## src/rtl/cv_pad_if.sv

```systemverilog
// cv_pad_if: PS/2, joystick and strobe inputs plus console pin outputs for cv_pad_encoder
interface cv_pad_if #(parameter int NUM_PORTS = 2);
  logic [65:0] ps2_key;
  logic [16*NUM_PORTS-1:0] joy;
  logic [NUM_PORTS-1:0] sel_kp_n;
  logic [NUM_PORTS-1:0] sel_joy_n;
  logic [NUM_PORTS-1:0] autofire_en;
  logic [4*NUM_PORTS-1:0] ctrl_d;
  logic [NUM_PORTS-1:0] ctrl_p6;
  modport master (output ps2_key, joy, sel_kp_n, sel_joy_n, autofire_en, input ctrl_d, ctrl_p6);
  modport slave (input ps2_key, joy, sel_kp_n, sel_joy_n, autofire_en, output ctrl_d, ctrl_p6);
endinterface

```

## src/rtl/cv_pad_encoder.sv

```systemverilog
// cv_pad_encoder: ColecoVision controller encoder merging PS/2 keyboard and joysticks; CV_PAD_AUTOFIRE_EN adds autofire
module cv_pad_encoder #(
  parameter int NUM_PORTS = 2,
  parameter int KBD_PORT = 0,
  parameter int AF_HALF = 357954
) (
  input logic clk_sys,
  input logic reset,
  cv_pad_if.slave bus
);
  localparam logic [3:0] NONE = 4'hF;
  function automatic logic [3:0] lowest(input logic [13:0] v);
    lowest = NONE;
    for (int i = 13; i >= 0; i--) if (v[i]) lowest = 4'(i);
  endfunction
  function automatic logic [3:0] code(input logic [3:0] k);
    case (k)
      4'd0: code = 4'b0011;
      4'd1: code = 4'b1110;
      4'd2: code = 4'b1101;
      4'd3: code = 4'b0110;
      4'd4: code = 4'b0001;
      4'd5: code = 4'b1001;
      4'd6: code = 4'b0111;
      4'd7: code = 4'b1100;
      4'd8: code = 4'b1000;
      4'd9: code = 4'b1011;
      4'd10: code = 4'b1010;
      4'd11: code = 4'b0101;
      4'd12: code = 4'b0100;
      4'd13: code = 4'b0010;
      default: code = 4'b1111;
    endcase
  endfunction
  logic tog_q;
  logic [13:0] kb_kp;
  logic [5:0] kb_ctl;
  logic [7:0] sc;
  logic pressed, ext, evt, hit_kp, hit_ctl;
  logic [3:0] kp_idx;
  logic [2:0] ctl_idx;
  logic unused_ps2;
  assign unused_ps2 = bus.ps2_key[65];
  assign evt = bus.ps2_key[64] != tog_q;
  assign sc = |bus.ps2_key[63:24] ? 8'h00 : bus.ps2_key[7:0];
  assign pressed = bus.ps2_key[15:8] != 8'hF0;
  assign ext = bus.ps2_key[23:16] == 8'hE0 || bus.ps2_key[15:8] == 8'hE0;
  always_comb begin
    hit_kp = 1'b1;
    kp_idx = 4'd0;
    case (sc)
      8'h45, 8'h22: kp_idx = 4'd0;
      8'h16: kp_idx = 4'd1;
      8'h1E: kp_idx = 4'd2;
      8'h26: kp_idx = 4'd3;
      8'h25, 8'h15: kp_idx = 4'd4;
      8'h2E, 8'h1D: kp_idx = 4'd5;
      8'h36, 8'h24: kp_idx = 4'd6;
      8'h3D, 8'h1C: kp_idx = 4'd7;
      8'h3E, 8'h1B: kp_idx = 4'd8;
      8'h46, 8'h23: kp_idx = 4'd9;
      8'h1A: kp_idx = 4'd10;
      8'h21: kp_idx = 4'd11;
      8'h1F, 8'h27: kp_idx = 4'd12;
      8'h11: kp_idx = 4'd13;
      default: hit_kp = 1'b0;
    endcase
    hit_ctl = 1'b1;
    ctl_idx = 3'd0;
    case (sc)
      8'h74: ctl_idx = 3'd0;
      8'h6B: ctl_idx = 3'd1;
      8'h72: ctl_idx = 3'd2;
      8'h75: ctl_idx = 3'd3;
      8'h14: ctl_idx = 3'd4;
      8'h12, 8'h59: begin
        ctl_idx = 3'd5;
        hit_ctl = !ext;
      end
      default: hit_ctl = 1'b0;
    endcase
  end
  // The toggle copy tracks the input even in reset so a stale word is not replayed afterwards
  always_ff @(posedge clk_sys) begin
    tog_q <= bus.ps2_key[64];
    if (reset) begin
      kb_kp <= '0;
      kb_ctl <= '0;
    end else begin
      if (evt && hit_kp) kb_kp[kp_idx] <= pressed;
      if (evt && hit_ctl) kb_ctl[ctl_idx] <= pressed;
    end
  end
  logic [NUM_PORTS-1:0] af_gate;
`ifdef CV_PAD_AUTOFIRE_EN
  localparam int CW = AF_HALF > 1 ? $clog2(AF_HALF) : 1;
  logic [CW-1:0] af_cnt;
  logic af_ph;
  always_ff @(posedge clk_sys) begin
    if (reset) begin
      af_cnt <= '0;
      af_ph <= 1'b1;
    end else if (af_cnt == CW'(AF_HALF - 1)) begin
      af_cnt <= '0;
      af_ph <= ~af_ph;
    end else af_cnt <= af_cnt + 1'b1;
  end
  assign af_gate = ~bus.autofire_en | {NUM_PORTS{af_ph}};
`else
  logic unused_af;
  assign unused_af = ^bus.autofire_en;
  assign af_gate = '1;
`endif
  for (genvar p = 0; p < NUM_PORTS; p++) begin : g_port
    logic [15:0] j;
    logic [13:0] kp, prev, rise;
    logic [15:0] kpx;
    logic [5:0] ctl;
    logic [3:0] lat_q, lat_d, kp_o, js_o, d_q;
    logic p6_q, unused_hi;
    assign j = bus.joy[16*p +: 16];
    assign unused_hi = ^j[15:14];
    assign kp = {j[13], j[12], j[7], j[6], 6'b0, j[11:8]} | (p == KBD_PORT ? kb_kp : 14'b0);
    assign ctl = j[5:0] | (p == KBD_PORT ? kb_ctl : 6'b0);
    assign rise = kp & ~prev;
    assign kpx = {2'b0, kp};
    // Newest press wins; on release of the latched key fall back to the lowest still held
    assign lat_d = |rise ? lowest(rise) : (lat_q != NONE && !kpx[lat_q]) ? lowest(kp) : lat_q;
    assign kp_o = bus.sel_kp_n[p] ? 4'hF : code(lat_d);
    assign js_o = bus.sel_joy_n[p] ? 4'hF : ~ctl[3:0];
    always_ff @(posedge clk_sys) begin
      if (reset) begin
        prev <= '0;
        lat_q <= NONE;
        d_q <= 4'hF;
        p6_q <= 1'b1;
      end else begin
        prev <= kp;
        lat_q <= lat_d;
        d_q <= kp_o & js_o;
        p6_q <= (bus.sel_kp_n[p] | ~ctl[5]) & (bus.sel_joy_n[p] | ~(ctl[4] & af_gate[p]));
      end
    end
    assign bus.ctrl_d[4*p +: 4] = d_q;
    assign bus.ctrl_p6[p] = p6_q;
  end
endmodule

```

## src/flat_wrapper.sv

```systemverilog
// flat-port wrapper written by rule: the top's interface ports become plain ports
module cv_pad_encoder_flat 
#(
  parameter int NUM_PORTS = 2,
  parameter int KBD_PORT = 0,
  parameter int AF_HALF = 357954
)
  (clk_sys, reset, bus_ps2_key, bus_joy, bus_sel_kp_n, bus_sel_joy_n, bus_autofire_en, bus_ctrl_d, bus_ctrl_p6);
  cv_pad_if #(.NUM_PORTS(NUM_PORTS)) bus_i ();
  input logic clk_sys;
  input logic reset;
  input wire logic [$bits(bus_i.ps2_key)-1:0] bus_ps2_key;
  input wire logic [$bits(bus_i.joy)-1:0] bus_joy;
  input wire logic [$bits(bus_i.sel_kp_n)-1:0] bus_sel_kp_n;
  input wire logic [$bits(bus_i.sel_joy_n)-1:0] bus_sel_joy_n;
  input wire logic [$bits(bus_i.autofire_en)-1:0] bus_autofire_en;
  output wire logic [$bits(bus_i.ctrl_d)-1:0] bus_ctrl_d;
  output wire logic [$bits(bus_i.ctrl_p6)-1:0] bus_ctrl_p6;
  assign bus_i.ps2_key = bus_ps2_key;
  assign bus_i.joy = bus_joy;
  assign bus_i.sel_kp_n = bus_sel_kp_n;
  assign bus_i.sel_joy_n = bus_sel_joy_n;
  assign bus_i.autofire_en = bus_autofire_en;
  assign bus_ctrl_d = bus_i.ctrl_d;
  assign bus_ctrl_p6 = bus_i.ctrl_p6;
  cv_pad_encoder #(.NUM_PORTS(NUM_PORTS), .KBD_PORT(KBD_PORT), .AF_HALF(AF_HALF)) u_core (.clk_sys(clk_sys), .reset(reset), .bus(bus_i));
endmodule
```

## config.mk

```make
export PLATFORM = sky130hd
export DESIGN_NAME = cv_pad_encoder_flat
export DESIGN_NICKNAME = d
export VERILOG_FILES = /design/src/rtl/cv_pad_if.sv /design/src/rtl/cv_pad_encoder.sv /design/src/flat_wrapper.sv
export SDC_FILE = /design/constraint.sdc
export NUM_CORES = 1
export LEC_CHECK = 0
export CAP_MARGIN = 20
export CORE_MARGIN = 2
export CORE_UTILIZATION = 50
export DETAILED_ROUTE_END_ITERATION = 6
export PLACE_DENSITY = 0.92
export SYNTH_ARGS = -nofsm -noshare
export SYNTH_HDL_FRONTEND = slang
export SYNTH_SLANG_ARGS = --single-unit
```

## constraint.sdc

```tcl
create_clock -name clk_sys -period 4.6 [get_ports clk_sys]
set_clock_uncertainty 0.2 [all_clocks]
set_input_delay 0.92 -clock clk_sys [delete_from_list [all_inputs] [get_ports clk_sys]]
set_output_delay 0.92 -clock clk_sys [all_outputs]
set_load 0.005 [all_outputs]
```

; ---- Word level (Yosys, flattened, before mapping)
; Memories as Yosys holds them, arrays and structs flattened.
; Index checks and enable logic that the tools add are counted.
[word_totals]
output_inout_bits = 10
latch_bits = 0
register_bits = 67
mem_bits_ro = 128
ram_bits = 0
memories = 2
elab_cells = 171
[classes]
shift = 0
mul = 0
n_bitwise = 20
n_reduce_logical = 23
n_lt_le_gt_ge = 6
add_sub_neg = 0
eq_ne = 35
muxes = 73
div = 0
[memory_table]
columns = memory, depth, word_bits, read_ports, rd_ports_with_merged_regs, write_ports, line_no
row1 = (name not given), 16, 4, 1, 0, 0, cv_pad_encoder.sv:17  ; case (k)
row2 = (name not given), 16, 4, 1, 0, 0, cv_pad_encoder.sv:17
[ops]
columns = op, n
row1 = 4-bit 2-to-1 mux, 36
row2 = 8-bit by 5-bit equality test with 1-bit output (second input constant), 11
row3 = 8-bit by 6-bit equality test with 1-bit output (second input constant), 11
row4 = 8-bit by 7-bit equality test with 1-bit output (second input constant), 7
row5 = 4-bit case mux with 13 select lines, 1
row6 = 3-bit 2-to-1 mux, 14
row7 = 40-bit OR reduction, 1
row8 = 14-bit AND, 2
row9 = 14-bit inverter, 2
row10 = 14-bit OR reduction, 2
row11 = 22-bit OR reduction, 1
row12 = 8-bit equality test (second input constant), 2
row13 = 2-bit 2-to-1 mux, 8
row14 = 2-bit OR reduction, 8
row15 = 4-bit by 5-bit < comparator with 1-bit output (second input constant), 3
row16 = 3-bit case mux with 5 select lines, 1
row17 = 14-bit bitwise mux, 1
row18 = 14-bit bitwise OR, 1
row19 = 4-bit AND, 2
row20 = 1-bit binary-select mux with 4-bit select, 2
row21 = 8-bit 2-to-1 mux, 1
row22 = 4-bit inequality test (second input constant), 2
row23 = 8-bit inequality test (second input constant), 1
row24 = 4-bit inverter, 2
row25 = 17 further kinds, 35

; ---- Longest topological paths before layout
; An unclocked memory read counts as a cell.
[depth]
word_depth = 20
mapped_depth = 13

; ---- Least setup slack after synthesis
; No wires, ideal clock.
[synth_path]
path_kind = input-to-reg
start = input bus_joy[8]
end = register u_core.g_port[0].d_q[1]
setup_ns = 0.122
path_stages = 10
t_arrival_ns = 3.051
path_slack_ns = 1.227
path_buffers = 0
cell_sequence = nor2_1 -> mux4_2 -> o311ai_2 -> and4b_1 -> nor3_2 -> inv_1 -> ha_1 -> a21oi_1 -> mux2i_1 -> o32a_1
[synth_via]
elab_chain_cells = 10
[synth_rtl]
columns = item, line_no
row1 = start: declaration, flat_wrapper.sv:13  ; input wire logic [$bits(bus_i.joy)-1:0] bus_joy;
row2 = 14-bit bitwise OR *, cv_pad_encoder.sv:123  ; assign kp = {j[13], j[12], j[7], j[6], 6'b0, j[11:8]} | (p == KBD_PORT ? kb_kp : 14'b0);
row3 = 1-bit binary-select mux with 4-bit select, cv_pad_encoder.sv:128  ; assign lat_d = |rise ? lowest(rise) : (lat_q != NONE && !kpx[lat_q]) ? lowest(kp) : lat_q;
row4 = 1-bit 2-to-1 mux (not written as such), cv_pad_encoder.sv:128
row5 = 1-bit logical NOT, cv_pad_encoder.sv:128
row6 = 1-bit logical AND, cv_pad_encoder.sv:128
row7 = 4-bit 2-to-1 mux, cv_pad_encoder.sv:128
row8 = 4-bit 2-to-1 mux *, cv_pad_encoder.sv:128
row9 = net u_core.g_port[0].lat_d[0], cv_pad_encoder.sv:119  ; logic [3:0] lat_q, lat_d, kp_o, js_o, d_q;
row10 = memory 16 x 4 bit *, -
row11 = 4-bit 2-to-1 mux *, cv_pad_encoder.sv:129  ; assign kp_o = bus.sel_kp_n[p] ? 4'hF : code(lat_d);
row12 = 4-bit AND *, cv_pad_encoder.sv:140  ; d_q <= kp_o & js_o;
row13 = end signal: assignment, cv_pad_encoder.sv:140
row14 = end: declaration, cv_pad_encoder.sv:119
; Mark *: on every way through the listed nets, which the timed path passes. The rest lies on a longest branch. The select of a mux whose other input is x is not followed.
; A chain may end at the register's enable or synchronous reset.

; ---- Worst setup path after layout
[layout_path]
start = input bus_joy[6]
end = register u_core.g_port[0].d_q[1]
[layout_via]
elab_chain_cells = 17
[layout_rtl]
columns = item, line_no
row1 = 14-bit bitwise OR *, cv_pad_encoder.sv:123
row2 = 3-bit 2-to-1 mux / 14-bit AND (equally long branches), "cv_pad_encoder.sv:14, cv_pad_encoder.sv:125"
row3 = 3-bit 2-to-1 mux (2 in series), cv_pad_encoder.sv:14  ; for (int i = 13; i >= 0; i--) if (v[i]) lowest = 4'(i);
row4 = 4-bit 2-to-1 mux / 3-bit 2-to-1 mux (equally long branches), cv_pad_encoder.sv:14
row5 = 4-bit 2-to-1 mux (7 in series), cv_pad_encoder.sv:14
row6 = "4-bit 2-to-1 mux, on equally long branches", "cv_pad_encoder.sv:128, cv_pad_encoder.sv:14"
row7 = 4-bit 2-to-1 mux *, cv_pad_encoder.sv:128
row8 = net u_core.g_port[0].lat_d[0], cv_pad_encoder.sv:119
row9 = memory 16 x 4 bit *, -
row10 = 4-bit 2-to-1 mux *, cv_pad_encoder.sv:129
row11 = 4-bit AND *, cv_pad_encoder.sv:140
; Marked as above.

==> impl_metrics.py <==
metrics = {
    "run_status": {
        "outcome": "finished clean",
    },
    "detailed_routing": {
        "route.final.wire_length_um": 11300,
        "dr.pass1.iters": 5,
        "wl_per_cell_um": 15.6,
        "vias_per_cell": 5.93,
        "starting_drt_drc_count": 246,
        "routed-via-count": 4278,
        "postRouteAntennaNets": 0,
        "route.detailed.drc": 0,
    },
    "clock_network": {
        "post-cts-setup-buffers": 0,
        "cts.clk_slew.worst_paths_ns": 0.08,
        "worst_skew_pair.late_latency_ns": 0.35,
        "clock_tree.root_cell": "clkbuf_8",
        "tritoncts_clock_tree": "built",
        "post_cts_hold_buffer_count": 0,
        "post_cts_resized": 0,
        "cts_max_level": 3,
        "clk_path_buf_depth": 2,
        "cts-buffers-inserted": 9,
        "tritoncts_num_sinks": 61,
    },
    "pwr": {
        "power_density_nw_per_um2": 239,
        "power.static_leakage_nw": 2.13,
        "vdd.ir_drop.worst_mv": 0.130,
    },
    "yosys": {
        "mappedNetlistArea_um2": 4060,
        "syn-num-nets": 627,
        "synth_seq_area_share": 0.301,
        "post_synthesis_instance_total": 514,
        "post-synth-top-area-fraction": 0.301,
        "dominant_synthesized_flop_cell": "dfxtp_1",
        "ys.warnings.count": 0,
        "synth_edf_count": 0,
        "synth-seq-cells": 61,
        "synth_commonest_cells": "nor2_1 (74), dfxtp_1 (61), nand2_1 (36)",
        "yosysMostFrequentCell": "nor2_1",
        "yosys.area.top_type": "dfxtp_1",
        "postSynth.asyncResetShare": 0,
        "postSynthAreaPerCell_um2": 7.90,
        "synth.top_cells.by_area": "dfxtp_1 (30%), nor2_1 (6.8%), nand2b_1 (4.5%)",
        "synth.distinct_cells": 80,
    },
    "timing": {
        "setup_viol": 0,
        "postLayoutSetupSlackWorst_ns": 0.603,
        "hold_viol": 0,
        "worst_slew_margin_rel": 0.421,
        "post-route-period-util": 0.869,
        "tightest_slew_ns": 0.861,
        "period_needed_ns": 4.00,
        "setup_total_negative_slack_ns": 0,
        "finalHoldWorstSlack_ns": 0.304,
        "rsz0062_at_grt": "false",
        "max_freq_ghz": 0.250,
        "maxSlewViolCount": 0,
    },
    "finish": {
        "layout.core_utilization": 0.689,
        "finalNetCount": 728,
        "final-instance-count-excl-fill": 721,
        "antenna_cells_inserted": 0,
        "layout-drive-gt1-share": 0.0743,
        "fill_cells": 614,
        "multiInputGateArea_um2": 2640,
        "area_overhead_of_the_layout_relative_to_synthesis_pct": 32.6,
        "area.sequential_um2": 1220,
    },
    "setup_path": {
        "crit_path_max_fanout": 7,
        "critPathArrivalTime_ns": 4.03,
        "cp_data_required_time_ns": 4.63,
        "start_kind": "input pin",
        "cpLargestDelayFamily": "compound AO/OA/AOI/OAI gates",
        "critical_path.slowest_cell": "clkdlybuf4s50_1",
        "critical_path.endpoint_type": "flip-flop",
        "critical-path-max-stage-delay_ns": 0.45,
        "cp_num_buf_inv": 2,
        "criticalPathCategory": "input pin to flip-flop",
        "cell_chain_critical_path": "clkdlybuf4s50_1 -> nor2_1 -> o22ai_1 -> a311oi_1 -> o31ai_1 -> a2bb2o_1 -> nor3_2 -> inv_1 -> ha_1 -> a21oi_1 -> mux2i_1 -> o32a_1",
    },
    "die": {
        "core_area_um2": 7810,
        "die_w_um": 94.1,
        "dieArea_um2": 8850,
        "die-height_um": 94.1,
        "floorplan.rows": 32,
        "initial_core_util": 0.520,
        "io_count": 116,
    },
    "grt": {
        "global_route.usage.total": 0.263,
        "grt_remaining_overflow": 0,
        "grt_pass1_vias": 4134,
        "grt_max_degree": 35,
        "first_pass_grt_wire_length_um": 18900,
        "grt_antenna_before_repair": 0,
    },
    "placement": {
        "placement.setup.worst_slack_ns": 0.355,
        "gp_congestion": 0.925,
        "portBuffers": 108,
        "post-dp-hpwl_um": 8660,
        "placed_cells": 706,
    },
    "min_path": {
        "min-delay-path-class": "flip-flop to flip-flop",
    },
    "job": {
        "maxCapViolCount": 0,
    },
}
==> routing by layer <==
layer | part of all wire | global-route usage | wire (um) | up-vias
met3 | 0.058 | 0.0273 | 655 | 22
met5 | 0 | 0 | 0 | -
li1 | - | - | - | 2066
met4 | 0.021 | 0.115 | 242 | 0
met1 | 0.41 | 0.322 | 4580 | 1999
met2 | 0.51 | 0.466 | 5780 | 191
==> kinds of logic (layout without fill, tap and decap cells) <==
group / after synthesis / in the layout / share of synthesized area
buf+inv: 49 / 154 / 0.0487
xor+xnor: 4 / 4 / 0.00863
compound gates: 110 / 110 / 0.199
flops: 61 / 61 / 0.301
fa+ha+maj: 8 / 8 / 0.0240
simple gates: 259 / 259 / 0.352
mux: 23 / 23 / 0.0669
==> report_power, final <==
part,total (mW),switching [mW],internal (mW)
clock,0.423,0.215,0.208
sequential,0.564,0.0142,0.550
combinational,0.301,0.137,0.164
==> sequential cells by signal, indices dropped and copies added, names as in the netlist <==
name and cells:
u_core.g_port.d_q 8, u_core.g_port.lat_q 8, u_core.g_port.p6_q 2, u_core.g_port.prev 22, u_core.kb_ctl 6, u_core.kb_kp 14, u_core.tog_q 1
==> final timing paths <==
kind	from	to	slack [ns]	cells after the start
setup / recovery	bus_joy[6]	u_core.g_port[0].d_q[1]$_SDFF_PP1_	0.60	12
hold / removal	u_core.kb_kp[10]$_SDFFE_PP0P_	u_core.kb_kp[10]$_SDFFE_PP0P_	0.30	2
setup reg to reg	u_core.kb_kp[10]$_SDFFE_PP0P_	u_core.g_port[0].d_q[1]$_SDFF_PP1_	1.31	11
hold reg to reg	u_core.kb_kp[10]$_SDFFE_PP0P_	u_core.kb_kp[10]$_SDFFE_PP0P_	0.30	2
==> per-stage QoR <==
stage	area, um^2	total power, mW
final	5380	1.29
after floorplan	4060	0.726
after global routing	5380	1.34
after CTS	5380	1.29
after detailed placement	5200	0.869
after global placement	5200	0.857
==> layout by cell type (no fill, tap or decap), types with 17 or more instances in the layout <==
| cell | count |
|---|---|
| a21oi_1 | 19 |
| clkdlybuf4s50_1 | 108 |
| dfxtp_1 | 61 |
| inv_1 | 25 |
| mux2i_1 | 17 |
| nand2_1 | 36 |
| nand2b_1 | 29 |
| nor2_1 | 74 |
| o21ai_0 | 17 |
==> worst min-delay path, stage by stage (launching register included) <==
cell	delay (ns)
dfxtp_1	0.34
nand2_1	0.06
a21oi_1	0.06
==> final cells by class <==
class / count / area share
clock inverter: 5 / 0.00698
timing repair buffer: 113 / 0.208
multi-input combinational: 404 / 0.491
tap: 102 / 0.0237
sequential: 61 / 0.227
clock buffer: 10 / 0.0256
inverter: 26 / 0.0181
(Power assumes the default switching activity.)
